===== src/rtl/word_serializer_pkg.sv =====
// -----------------------------------------------------------------------------
// word_serializer_pkg
// Shared definitions for the word serializer: Mode encodings, FSM state
// enum, per-mode beat counts and the beat extract/shift helpers used by the
// datapath.
// -----------------------------------------------------------------------------
package word_serializer_pkg;

    // Mode[1] selects LSB-first order, Mode[0] selects 16-bit beats.
    typedef enum logic [1:0] {
        MODE_BYTE_MSB = 2'b00,
        MODE_HALF_MSB = 2'b01,
        MODE_BYTE_LSB = 2'b10,
        MODE_HALF_LSB = 2'b11
    } mode_e;

    typedef enum logic {
        ST_IDLE = 1'b0,
        ST_SEND = 1'b1
    } state_e;

    localparam logic [2:0] BYTE_BEATS = 3'd4;
    localparam logic [2:0] HALF_BEATS = 3'd2;

    function automatic logic [2:0] beats_for(input mode_e m);
        beats_for = (m == MODE_HALF_MSB || m == MODE_HALF_LSB) ? HALF_BEATS : BYTE_BEATS;
    endfunction

    // The beat that leaves next always sits at the "exit" end of the word:
    // the top for MSB-first modes, the bottom for LSB-first modes.
    function automatic logic [15:0] beat_of(input logic [31:0] w, input mode_e m);
        case (m)
            MODE_BYTE_MSB: beat_of = {8'h00, w[31:24]};
            MODE_HALF_MSB: beat_of = w[31:16];
            MODE_BYTE_LSB: beat_of = {8'h00, w[7:0]};
            default:       beat_of = w[15:0];
        endcase
    endfunction

    // Discard the beat at the exit end so the following beat takes its place.
    function automatic logic [31:0] shift_out(input logic [31:0] w, input mode_e m);
        case (m)
            MODE_BYTE_MSB: shift_out = {w[23:0], 8'h00};
            MODE_HALF_MSB: shift_out = {w[15:0], 16'h0000};
            MODE_BYTE_LSB: shift_out = {8'h00, w[31:8]};
            default:       shift_out = {16'h0000, w[31:16]};
        endcase
    endfunction

endpackage


===== src/rtl/word_serializer_if.sv =====
// -----------------------------------------------------------------------------
// word_serializer_if
// Request/beat bus of the word serializer.
//   E      start request          Mode  beat size / order
//   D      32-bit word to unload  O     current 16-bit beat
//   OValid O holds a valid beat   ORdy  consumer accepts the beat
//   Busy   transfer in progress   Done  one-cycle completion pulse
//   OPar   XOR of O (only with WORD_SERIALIZER_PARITY_EN defined)
// slave = serializer side, master = requester/consumer side.
// -----------------------------------------------------------------------------
interface word_serializer_if;
    logic        E;
    logic [1:0]  Mode;
    logic [31:0] D;
    logic [15:0] O;
    logic        OValid;
    logic        ORdy;
    logic        Busy;
    logic        Done;
`ifdef WORD_SERIALIZER_PARITY_EN
    logic        OPar;
`endif

    modport slave (
        input  E, Mode, D, ORdy,
`ifdef WORD_SERIALIZER_PARITY_EN
        output OPar,
`endif
        output O, OValid, Busy, Done
    );

    modport master (
        output E, Mode, D, ORdy,
`ifdef WORD_SERIALIZER_PARITY_EN
        input  OPar,
`endif
        input  O, OValid, Busy, Done
    );
endinterface


===== src/rtl/word_serializer_beat_counter.sv =====
// -----------------------------------------------------------------------------
// word_serializer_beat_counter
// Counts the beats still owed in a transfer.
//   clk, rst     clock, synchronous active-low reset
//   load         load load_value (start accepted)
//   load_value   number of beats in the transfer
//   dec          one beat accepted
//   last         the beat currently presented is the final one
// -----------------------------------------------------------------------------
module word_serializer_beat_counter (
    input  logic       clk,
    input  logic       rst,
    input  logic       load,
    input  logic [2:0] load_value,
    input  logic       dec,
    output logic       last
);
    logic [2:0] count_reg;

    always_ff @(posedge clk) begin
        if (!rst) begin
            count_reg <= 3'd0;
        end else if (load) begin
            count_reg <= load_value;
        end else if (dec && count_reg != 3'd0) begin
            count_reg <= count_reg - 3'd1;
        end
    end

    assign last = (count_reg == 3'd1);
endmodule


===== src/rtl/word_serializer.sv =====
// -----------------------------------------------------------------------------
// word_serializer
// Unloads a captured 32-bit word as 4 byte beats or 2 half-word beats,
// MSB-first or LSB-first, over a valid/ready handshake.
//   clk   rising-edge clock
//   rst   synchronous active-low reset (0 = reset)
//   bus   word_serializer_if.slave (E, Mode, D, ORdy in; O, OValid, Busy,
//         Done out; OPar out when WORD_SERIALIZER_PARITY_EN is defined)
// Optional feature macro: WORD_SERIALIZER_PARITY_EN adds OPar = ^O.
// -----------------------------------------------------------------------------
module word_serializer
    import word_serializer_pkg::*;
(
    input  logic              clk,
    input  logic              rst,
    word_serializer_if.slave  bus
);
    state_e      state_reg;
    logic [31:0] word_reg;      // beats not yet presented, next one at exit end
    mode_e       mode_reg;
    logic [15:0] o_reg;
    logic        ovalid_reg;
    logic        busy_reg;
    logic        done_reg;
`ifdef WORD_SERIALIZER_PARITY_EN
    logic        opar_reg;
`endif

    mode_e       in_mode;
    logic [15:0] start_beat;
    logic [15:0] next_beat;
    logic [2:0]  start_count;
    logic        start;
    logic        accept;
    logic        last_beat;

    assign in_mode     = mode_e'(bus.Mode);
    assign start_beat  = beat_of(bus.D, in_mode);
    assign next_beat   = beat_of(word_reg, mode_reg);
    assign start_count = beats_for(in_mode);
    assign start       = (state_reg == ST_IDLE) && bus.E;
    assign accept      = (state_reg == ST_SEND) && bus.ORdy;

    word_serializer_beat_counter u_beat_counter (
        .clk        (clk),
        .rst        (rst),
        .load       (start),
        .load_value (start_count),
        .dec        (accept),
        .last       (last_beat)
    );

    always_ff @(posedge clk) begin
        if (!rst) begin
            state_reg  <= ST_IDLE;
            word_reg   <= 32'h0;
            mode_reg   <= MODE_BYTE_MSB;
            o_reg      <= 16'h0;
            ovalid_reg <= 1'b0;
            busy_reg   <= 1'b0;
            done_reg   <= 1'b0;
`ifdef WORD_SERIALIZER_PARITY_EN
            opar_reg   <= 1'b0;
`endif
        end else begin
            done_reg <= 1'b0;
            case (state_reg)
                ST_IDLE: begin
                    if (bus.E) begin
                        // First beat goes straight to O; the rest stays queued.
                        state_reg  <= ST_SEND;
                        word_reg   <= shift_out(bus.D, in_mode);
                        mode_reg   <= in_mode;
                        o_reg      <= start_beat;
                        ovalid_reg <= 1'b1;
                        busy_reg   <= 1'b1;
`ifdef WORD_SERIALIZER_PARITY_EN
                        opar_reg   <= ^start_beat;
`endif
                    end
                end
                ST_SEND: begin
                    if (bus.ORdy) begin
                        if (last_beat) begin
                            state_reg  <= ST_IDLE;
                            o_reg      <= 16'h0;
                            ovalid_reg <= 1'b0;
                            busy_reg   <= 1'b0;
                            done_reg   <= 1'b1;
`ifdef WORD_SERIALIZER_PARITY_EN
                            opar_reg   <= 1'b0;
`endif
                        end else begin
                            word_reg <= shift_out(word_reg, mode_reg);
                            o_reg    <= next_beat;
`ifdef WORD_SERIALIZER_PARITY_EN
                            opar_reg <= ^next_beat;
`endif
                        end
                    end
                end
                default: state_reg <= ST_IDLE;
            endcase
        end
    end

    assign bus.O      = o_reg;
    assign bus.OValid = ovalid_reg;
    assign bus.Busy   = busy_reg;
    assign bus.Done   = done_reg;
`ifdef WORD_SERIALIZER_PARITY_EN
    assign bus.OPar   = opar_reg;
`endif
endmodule


===== src/flat_wrapper.sv =====
// flat-port wrapper written by rule: the top's interface ports become plain ports
module word_serializer_flat import word_serializer_pkg::*;
  (clk, rst, bus_E, bus_Mode, bus_D, bus_ORdy, bus_O, bus_OValid, bus_Busy, bus_Done);
  word_serializer_if bus_i ();
  input  logic clk;
  input  logic rst;
  input wire logic [$bits(bus_i.E)-1:0] bus_E;
  input wire logic [$bits(bus_i.Mode)-1:0] bus_Mode;
  input wire logic [$bits(bus_i.D)-1:0] bus_D;
  input wire logic [$bits(bus_i.ORdy)-1:0] bus_ORdy;
  output wire logic [$bits(bus_i.O)-1:0] bus_O;
  output wire logic [$bits(bus_i.OValid)-1:0] bus_OValid;
  output wire logic [$bits(bus_i.Busy)-1:0] bus_Busy;
  output wire logic [$bits(bus_i.Done)-1:0] bus_Done;
  assign bus_i.E = bus_E;
  assign bus_i.Mode = bus_Mode;
  assign bus_i.D = bus_D;
  assign bus_i.ORdy = bus_ORdy;
  assign bus_O = bus_i.O;
  assign bus_OValid = bus_i.OValid;
  assign bus_Busy = bus_i.Busy;
  assign bus_Done = bus_i.Done;
  word_serializer u_core (.clk(clk), .rst(rst), .bus(bus_i));
endmodule

===== config.mk =====
export PLATFORM = sky130hd
export DESIGN_NAME = word_serializer_flat
export DESIGN_NICKNAME = d
export VERILOG_FILES = /design/src/rtl/word_serializer_pkg.sv /design/src/rtl/word_serializer_if.sv /design/src/rtl/word_serializer_beat_counter.sv /design/src/rtl/word_serializer.sv /design/src/flat_wrapper.sv
export SDC_FILE = /design/constraint.sdc
export NUM_CORES = 1
export LEC_CHECK = 0
export CAP_MARGIN = 5
export CORE_MARGIN = 4
export CORE_UTILIZATION = 60
export CTS_CLUSTER_SIZE = 14
export DETAILED_ROUTE_END_ITERATION = 7
export PLACE_DENSITY_LB_ADDON = 0.15
export SYNTH_ARGS = -nofsm -noshare
export SYNTH_HDL_FRONTEND = slang
export SYNTH_SLANG_ARGS = --single-unit

===== constraint.sdc =====
create_clock -name clk -period 3.6 [get_ports clk]
set_input_delay 0.9 -clock clk [delete_from_list [all_inputs] [get_ports clk]]
set_output_delay 0.9 -clock clk [all_outputs]
set_load 0.05 [all_outputs]

==> impl_metrics.py, run 1 <==
metrics = {
    "status": {
        "status": "finished, final reports clean",
    },
    "clocking": {
        "h-tree-depth": 2,
        "cts_sinks": 56,
        "cts_tree": "yes",
        "cts_setup_buffers": 0,
        "clk_path_buf_depth": 2,
        "root_buffer": "clkbuf_8",
        "insertion_delay_ns": 0.32,
        "cts_inserted_buffers": 5,
        "path_clk_slew_ns": 0.10,
        "ctsResizeCount": 0,
        "hold_buffers": 0,
    },
    "timing": {
        "worst_pin_slew_ns": 1.06,
        "rsz0062_at_grt": "false",
        "drv_slew": 0,
        "max_clock_freq_ghz": 0.393,
        "hold_viol": 0,
        "setup_viol": 0,
        "slew-limit-headroom": 0.294,
        "fin_tns_setup_ns": 0,
        "skew_ns": 0.00764,
        "post-route-period-util": 0.707,
        "period_minus_slack_ns": 2.55,
    },
    "power_and_ir_drop": {
        "p_sw_frac": 0.363,
        "powerDensity_nw_per_um2": 354,
        "ir_drop_mv": 0.284,
        "leakage_uw": 0.00171,
        "clkPwrFrac": 0.223,
        "power_switching_uw": 592,
        "internal_power_uw": 1040,
        "p_seq_frac": 0.457,
        "combPwrFrac": 0.320,
    },
    "logic_synthesis": {
        "synth_edf_count": 0,
        "yosysTopAreaCellShare": 0.277,
        "synth-seq-cells": 56,
        "synth.cell_area_um2": 4050,
        "yosysWarnings": 0,
        "ys.flop_type": "dfxtp_1",
        "synth_area_leaders": "dfxtp_1 28%, mux2i_1 13%, mux2_2 10%",
        "yosys.cell_count.top_type": "dfxtp_1",
        "yosysSeqAreaShare": 0.277,
        "synth_nets": 526,
        "netlist_top_cells_count": "56 x dfxtp_1, 53 x mux2i_1, 52 x o21ai_0",
        "synth_largest_area_cell": "dfxtp_1",
        "synthDistinctLibCells": 37,
        "async_reset_ff_frac": 0,
        "syn_avg_cell_area_um2": 8.34,
        "syn_inst": 485,
    },
    "min_path": {
        "min_path_type": "reg -> reg",
        "worstHoldPathCells": 2,
        "hold_start": "u_core.word_reg[12]",
        "hold_end": "u_core.word_reg[12]",
    },
    "routing": {
        "drt_pass1_iterations": 5,
        "wire_per_inst_um": 19.4,
        "ant_nets": 0,
        "vias": 3901,
        "viasPerCell": 6.70,
        "drc": 0,
        "drtIter0Drc": 446,
        "routed_wl_um": 11300,
    },
    "global_route": {
        "grt_pass1_wl_um": 18600,
        "antenna_found_initial": 0,
        "grtUsageTotal": 0.274,
        "grt_max_degree": 63,
        "overflow": 0,
        "grt_pass1_vias": 3606,
    },
    "floorplan": {
        "die_area_um2": 8120,
        "fp.dieW_um": 90.1,
        "coreArea_um2": 6460,
        "initial_core_util": 0.626,
        "die_h_um": 90.1,
        "io_pins": 57,
        "rows": 29,
    },
    "placed_design": {
        "gp_congestion": 0.885,
        "io_buffer_count": 56,
        "dp.final_hpwl_um": 7670,
    },
    "critical_path": {
        "worstSetupPathType": "in -> reg",
        "arrival_ns": 2.77,
        "required_ns": 3.82,
        "critPathMaxFanout": 22,
        "reg2reg_slack_ns": 1.52,
        "startpoint_type": "input port",
        "endpoint_kind": "register",
        "rr_worst_depth": 5,
        "reg2reg_to": "u_core.bus.O[4]",
        "timing.rr.start": "u_core.mode_reg[0]",
    },
    "layout": {
        "largest_reg_flops": 32,
        "drive_above_1_share": 0.127,
        "finalNetCount": 545,
        "diodes": 0,
        "fin_util": 0.713,
        "syn2layout_area_growth_pct": 13.9,
    },
    "flow_run": {
        "cap_violations": 0,
    },
}
[critical path: stages]
cell             delay, ns
clkdlybuf4s50_1       0.56
nand2_2               0.11
o21ai_4               0.52
nand2_2               0.32
o32ai_1               0.36
[placed cells by master (no fill, tap or decap), types with 3 or more instances in the layout]
master / synthesis / routed
a211oi_1: 10 / 10
a21boi_0: 4 / 4
a21oi_1: 17 / 17
a221oi_1: 16 / 16
a311oi_1: 7 / 7
a31oi_1: 21 / 21
and3_1: 4 / 4
buf_4: 9 / 7
clkbuf_8: 0 / 5
clkdlybuf4s50_1: 0 / 54
dfxtp_1: 56 / 54
ha_1: 3 / 3
inv_1: 5 / 5
mux2_2: 37 / 37
mux2i_1: 53 / 53
nand2_1: 46 / 46
nand2b_1: 6 / 6
nand3_1: 11 / 11
nand3b_1: 6 / 6
nor2_1: 28 / 28
nor3b_1: 8 / 8
o211a_1: 8 / 8
o211ai_1: 3 / 3
o21ai_0: 52 / 52
o221ai_1: 8 / 8
o32ai_1: 12 / 12
[through the flow]
stage               cells  worst slack, ns  hold slack, ns  total power, uW  area (um^2)
floorplan             485             1.70           0.475             1100         4050
global placement      574            0.864           0.492             1250         4510
detailed placement    574            0.760           0.502             1270         4510
CTS                   582             1.11           0.516             1620         4610
global route          582            0.949           0.552             1700         4610
finish                582             1.05           0.520             1630         4610
[worst max-delay path by stage]
stage | from | end | cells past startpoint
floorplan | bus_Mode[0] | u_core.word_reg[15] | 4
global placement | bus_ORdy | u_core.word_reg[14] | 5
detailed placement | bus_ORdy | u_core.word_reg[13] | 5
CTS | bus_ORdy | u_core.word_reg[13] | 5
global route | bus_ORdy | u_core.word_reg[12] | 5
finish | bus_ORdy | u_core.word_reg[13] | 5
[layout make-up]
class,instances,area (um^2)
Timing Repair Buffer,65,643
Tap cell,77,96.3
Multi-Input combinational cell,370,2630
Fill cell,540,1850
Clock buffer,5,68.8
Inverter,6,22.5
Clock inverter,3,23.8
Sequential cell,56,1120
[layer usage]
layer,wire [um],global-route usage
met5,0,0
met4,84,0.0561
met3,1160,0.0743
met2,4530,0.373
met1,5490,0.426
[power groups by stage]
stage	registers, uW	clock network, uW	logic [uW]
2_1_floorplan	785	0	316
3_3_place_gp	753	0	501
3_5_place_dp	755	0	513
4_1_cts	742	361	516
5_1_grt	754	384	565
6_report	745	362	521
[kinds of logic (layout without fill, tap and decap cells)]
kind of cell	Yosys count	after routing	synth area share
AOI/OAI and AO/OA	160	160	0.268
xor gates and xnor gates	1	1	0.00217
adders and majority gates	3	3	0.00928
buffers and inverters	59	79	0.0733
DFF	56	56	0.277
muxes	90	90	0.234
and+or+nand+nor	116	116	0.136
No activity file was read; power rests on OpenSTA's default activity.
==> run 2, diff against run 1 <==
--- a/config.mk
+++ b/config.mk
@@ -7,7 +7,7 @@
 export LEC_CHECK = 0
 export CAP_MARGIN = 5
 export CORE_MARGIN = 4
-export CORE_UTILIZATION = 60
+export CORE_UTILIZATION = 50
 export CTS_CLUSTER_SIZE = 14
 export DETAILED_ROUTE_END_ITERATION = 7
 export PLACE_DENSITY_LB_ADDON = 0.15
==> constraint.sdc (replaced) <==
create_clock -name clk -period 2 [get_ports clk]
set_input_delay 0.5 -clock clk [delete_from_list [all_inputs] [get_ports clk]]
set_output_delay 0.5 -clock clk [all_outputs]
set_load 0.05 [all_outputs]
==> impl_metrics.py, run 2 (synthesis results as in run 1) <==
metrics = {
    "global_route": {
        "overflow": 0,
        "grt_pass1_vias": 3586,
        "grtUsageTotal": 0.239,
        "grt_pass1_wl_um": 19100,
        "antenna_found_initial": 0,
        "grt_max_degree": 44,
    },
    "timing": {
        "holdWs_ns": 0.516,
        "slew-limit-headroom": 0.533,
        "post-route-period-util": 0.958,
        "hold_viol": 0,
        "drv_slew": 0,
        "worst_slack_ns": 0.0834,
        "worst_pin_slew_ns": 0.701,
        "rsz0062_at_grt": "false",
        "max_clock_freq_ghz": 0.522,
        "period_minus_slack_ns": 1.92,
        "skew_ns": 0.00770,
        "setup_viol": 0,
    },
    "placed_design": {
        "dpl_cell_area_um2": 4770,
        "dp.final_hpwl_um": 8220,
        "gp_congestion": 0.850,
        "dp_slack_ns": -0.0397,
        "io_buffer_count": 56,
    },
    "critical_path": {
        "worstSetupPathType": "reg -> out",
        "critPathMaxFanout": 1,
        "crit_chain": "clkdlybuf4s50_1",
        "startpoint_type": "register",
        "cpMaxStageDelayCell": "clkdlybuf4s50_1",
        "max_stage_delay_ns": 0.79,
        "critPathBufInv": 1,
        "endpoint_kind": "output port",
        "arrival_ns": 1.42,
        "reg2reg_slack_ns": 0.17,
        "crit_family": "buffers and inverters",
        "required_ns": 1.50,
    },
    "power_and_ir_drop": {
        "ir_drop_mv": 0.437,
        "leakage_uw": 0.00190,
        "powerDensity_nw_per_um2": 605,
    },
    "flow_run": {
        "cap_violations": 0,
    },
    "layout": {
        "fillCellCount": 689,
        "syn2layout_area_growth_pct": 19.9,
        "fin_util": 0.621,
        "mostFrequentLayoutCell": "dfxtp_1",
        "final_cell_mix": "54 x dfxtp_1, 53 x mux2i_1, 52 x o21ai_0",
        "stdcell_area_um2": 4850,
        "drive_above_1_share": 0.202,
        "diodes": 0,
        "finalNetCount": 571,
        "largest_reg_flops": 32,
    },
    "routing": {
        "drc": 0,
        "vias": 3935,
        "ant_nets": 0,
        "wire_per_inst_um": 18.3,
        "routed_wl_um": 11600,
        "viasPerCell": 6.23,
        "drtIter0Drc": 367,
        "drt_pass1_iterations": 5,
    },
    "floorplan": {
        "rows": 32,
        "die_area_um2": 9590,
        "io_pins": 57,
        "coreArea_um2": 7810,
        "initial_core_util": 0.518,
        "die_h_um": 97.9,
        "fp.dieW_um": 97.9,
    },
    "clocking": {
        "cts_sinks": 56,
        "cts_inserted_buffers": 5,
        "h-tree-depth": 2,
        "path_clk_slew_ns": 0.09,
        "clk_path_buf_depth": 2,
        "insertion_delay_ns": 0.31,
        "cts_tree": "yes",
        "root_buffer": "clkbuf_8",
    },
    "min_path": {
        "min_path_type": "reg -> reg",
    },
    "status": {
        "status": "finished, final reports clean",
    },
}
run 2: changes by cell type in the layout (fill, tap and decap cells not counted), sizes merged:
cell and change:
buf +44, clkdlybuf4s50 -18, clkinvlp -2, clkbuf +1
run 2: timing repair:
item	4_1_cts	5_1_grt
gates resized for setup	1	0
buffers inserted	0	0
hold buffers	0	0
endpoints found under the setup margin	4	0
run 2: final cells by class:
| cell class | count | area [um^2] | area share |
|---|---|---|---|
| clock buffer | 6 | 72.6 | 0.0150 |
| multi-input combinational | 370 | 2630 | 0.542 |
| timing repair buffer | 91 | 868 | 0.179 |
| inverter | 6 | 22.5 | 0.00464 |
| tap | 102 | 128 | 0.0263 |
| clock inverter | 1 | 5.00 | 0.00103 |
| sequential | 56 | 1120 | 0.232 |
run 2: final timing paths:
path,startpoint,to,cells after the start
max,u_core.bus.Done,bus_Done,1
min,u_core.bus.OValid,u_core.bus.OValid,2
max reg2reg,u_core.u_beat_counter.count_reg[1],u_core.word_reg[13],7
min reg2reg,u_core.bus.OValid,u_core.bus.OValid,2
run 2: metal layers:
layer / wire length (um) / global-route usage
met3: 988 / 0.0350
met1: 6010 / 0.398
met5: 0 / 0
met4: 61 / 0.0415
met2: 4520 / 0.321
run 2: power by group:
| part | switching (uW) | internal [uW] |
|---|---|---|
| Clock | 356 | 240 |
| Sequential | 109 | 1210 |
| Combinational | 568 | 448 |
run 2: per-stage QoR:
stage / instances / setup TNS, ns / power, uW
after floorplan: 485 / 0 / 1980
after global placement: 625 / 0 / 2330
final: 632 / 0 / 2940
after detailed placement: 625 / -0.135 / 2340
after global routing: 632 / 0 / 3080
after CTS: 632 / 0 / 2930
==> run 3, diff against run 2 <==
--- a/config.mk
+++ b/config.mk
@@ -14,3 +14,4 @@
 export SYNTH_ARGS = -nofsm -noshare
 export SYNTH_HDL_FRONTEND = slang
 export SYNTH_SLANG_ARGS = --single-unit
+export TNS_END_PERCENT = 50
==> results of run 3 <==
No change in the layout: final DEF, timing and power equal those of run 2.
==> RTL edit (settings of run 2) <==
Make the reset (`rst`) asynchronous in 2 clocked blocks. Comments in the files are not updated.
--- a/src/rtl/word_serializer_beat_counter.sv
+++ b/src/rtl/word_serializer_beat_counter.sv
@@ -17,7 +17,7 @@
 );
     logic [2:0] count_reg;
 
-    always_ff @(posedge clk) begin
+    always_ff @(posedge clk or negedge rst) begin
         if (!rst) begin
             count_reg <= 3'd0;
         end else if (load) begin
--- a/src/rtl/word_serializer.sv
+++ b/src/rtl/word_serializer.sv
@@ -50,7 +50,7 @@
         .last       (last_beat)
     );
 
-    always_ff @(posedge clk) begin
+    always_ff @(posedge clk or negedge rst) begin
         if (!rst) begin
             state_reg  <= ST_IDLE;
             word_reg   <= 32'h0;
Check against the original RTL: differs if rst is asserted again (counterexample within 4 cycles, from zero or initial values and one cycle with rst low); with rst held inactive, the same outputs for 10 cycles.
==> RTL edit against run 2 <==
Sequential share of layout area grew 5.3 points; first-iteration DRC count shrank 31%; cell area grew 1.5%; non-clock buffer count shrank 6; global-route usage grew 0.19 points; wire length grew 4.2%; synthesized cell count shrank 2.9%; synthesized area grew 4.4%; setup slack lost 32 ps; sequential cell count is the same; via count shrank 2.6%.
Power is not compared: it rests on default switching activity, and its combinational part moved more than twofold at a synthesized area within 25%.
==> RTL edit: results (changes against run 2) <==
[synthesis]
ys_types=43  ; +16%
synth-compound-area-share_pct=29.8  ; +3.0 points
synthAdderAreaFrac_pct=0.889  ; -0.039 points
synthArstFlopShare_pct=100  ; +100 points
synth_xor_area_share_pct=0  ; -0.22 points
synth_common_cells=dfrtp_1 (56), a21oi_1 (53), mux2i_1 (46)
syn_inst=471  ; -2.9%
netlist_top_cells_area=dfrtp_1 (33%), mux2i_1 (11%), a21oi_1 (6.3%)
synth_mux_area_share_pct=16.3  ; -7.1 points
synth_nets=512  ; -2.7%
seq_area_frac_synth_pct=33.2  ; +5.5 points

[hold_path]
worst_hold_path_type=in -> async

[finish]
syn2layout_area_growth_pct=16.6
regArea_mm2=0.00140  ; +25%
final_cell_count_no_fill=624  ; -1.3%
drive_gt1_share_pct=14.3  ; -5.9 points
largest_reg_flops=32  ; unchanged
fillCellCount=749  ; +8.7%
multiInputGateArea_mm2=0.00243  ; -7.8%
bufAreaShareNonClock_pct=16.3  ; -1.6 points
fin_nets=560  ; -1.9%
nNonClkBuffers=85  ; -6.6%
nMultiInputCombCells=349  ; -5.7%
clockNetworkAreaShare_pct=1.58  ; -0.024 points
inv_count=22  ; +16

[critical_path]
cp_top_family=buffers and inverters
crit_arrival_ps=1450  ; +30 ps

[global_routing]
grt_use_total_pct=24.1  ; +0.19 points
grt_max_degree=41  ; -6.8%
grt_first_pass_wirelength_mm=19.1  ; +0.15%
grt_pass1_vias=3655  ; +1.9%

[place]
post_dp_cell_area_mm2=0.00484  ; +1.5%
place_inst=617  ; -1.3%
place_congestion=0.895  ; +5.3%
place_ws_ps=2.89  ; +42.6 ps
dpl.hpwl_mm=9.00  ; +9.4%

[floorplanning]
rows=33  ; +3.1%

[run_status]
status=finished, final reports clean

[drt]
routed_wirelength_mm=12.1  ; +4.2%
first_iter_violations=253  ; -31%
vias=3834  ; -2.6%

[timing]
max_slew_margin_pct=66.2  ; +13 points
fin_skew_ps=8.31  ; +0.608 ps

==> RTL edit: cell types whose count changed after synthesis, sizes merged, moves of 16 or more <==
cell	change
inv	+16
a21oi	+40
o21ai	-29
dfxtp	-56
dfrtp	+56
mux2	-17
clkbuf	-18
nand2	-21
==> RTL edit: layer usage <==
| layer | up-vias | global-route usage, % | part of all wire [%] | wire (um) |
|---|---|---|---|---|
| met1 | 1863 | 31.5 | 42 | 5040 |
| met4 | 0 | 9.45 | 3.0 | 360 |
| met3 | 21 | 2.57 | 4.9 | 588 |
| met5 | - | 0 | 0 | 0 |
| met2 | 117 | 41.0 | 50 | 6090 |
| li1 | 1833 | - | - | - |
==> RTL edit: path summary, 6_finish.rpt <==
| kind | endpoint | from | depth (start not counted) | slack [ps] |
|---|---|---|---|---|
| max in group asynchronous | u_core.bus.O[5] | rst | 2 | 1270 |
| min in group clk | u_core.bus.O[10] | u_core.bus.O[10] | 1 | 500 |
| worst max-delay path | bus_Done | u_core.bus.Done | 1 | 50 |
| worst min-delay path | u_core.word_reg[28] | rst | 1 | 120 |
| worst max register to register | u_core.bus.O[7] | u_core.u_beat_counter.count_reg[0] | 5 | 240 |
| worst min register to register | u_core.bus.O[10] | u_core.bus.O[10] | 1 | 500 |
==> RTL edit: where the power goes <==
part           switching (mW)  internal [mW]  total [mW]
logic                    2.89           1.96        4.85
registers               0.580           1.71        2.29
clock network           0.371          0.240       0.611
total                    3.84           3.92        7.76
==> RTL edit: timing repair <==
| item | in CTS | in global routing |
|---|---|---|
| resized for setup | 0 | 2 |
| endpoints found under the setup margin | 0 | 2 |
| buffers inserted | 0 | 0 |
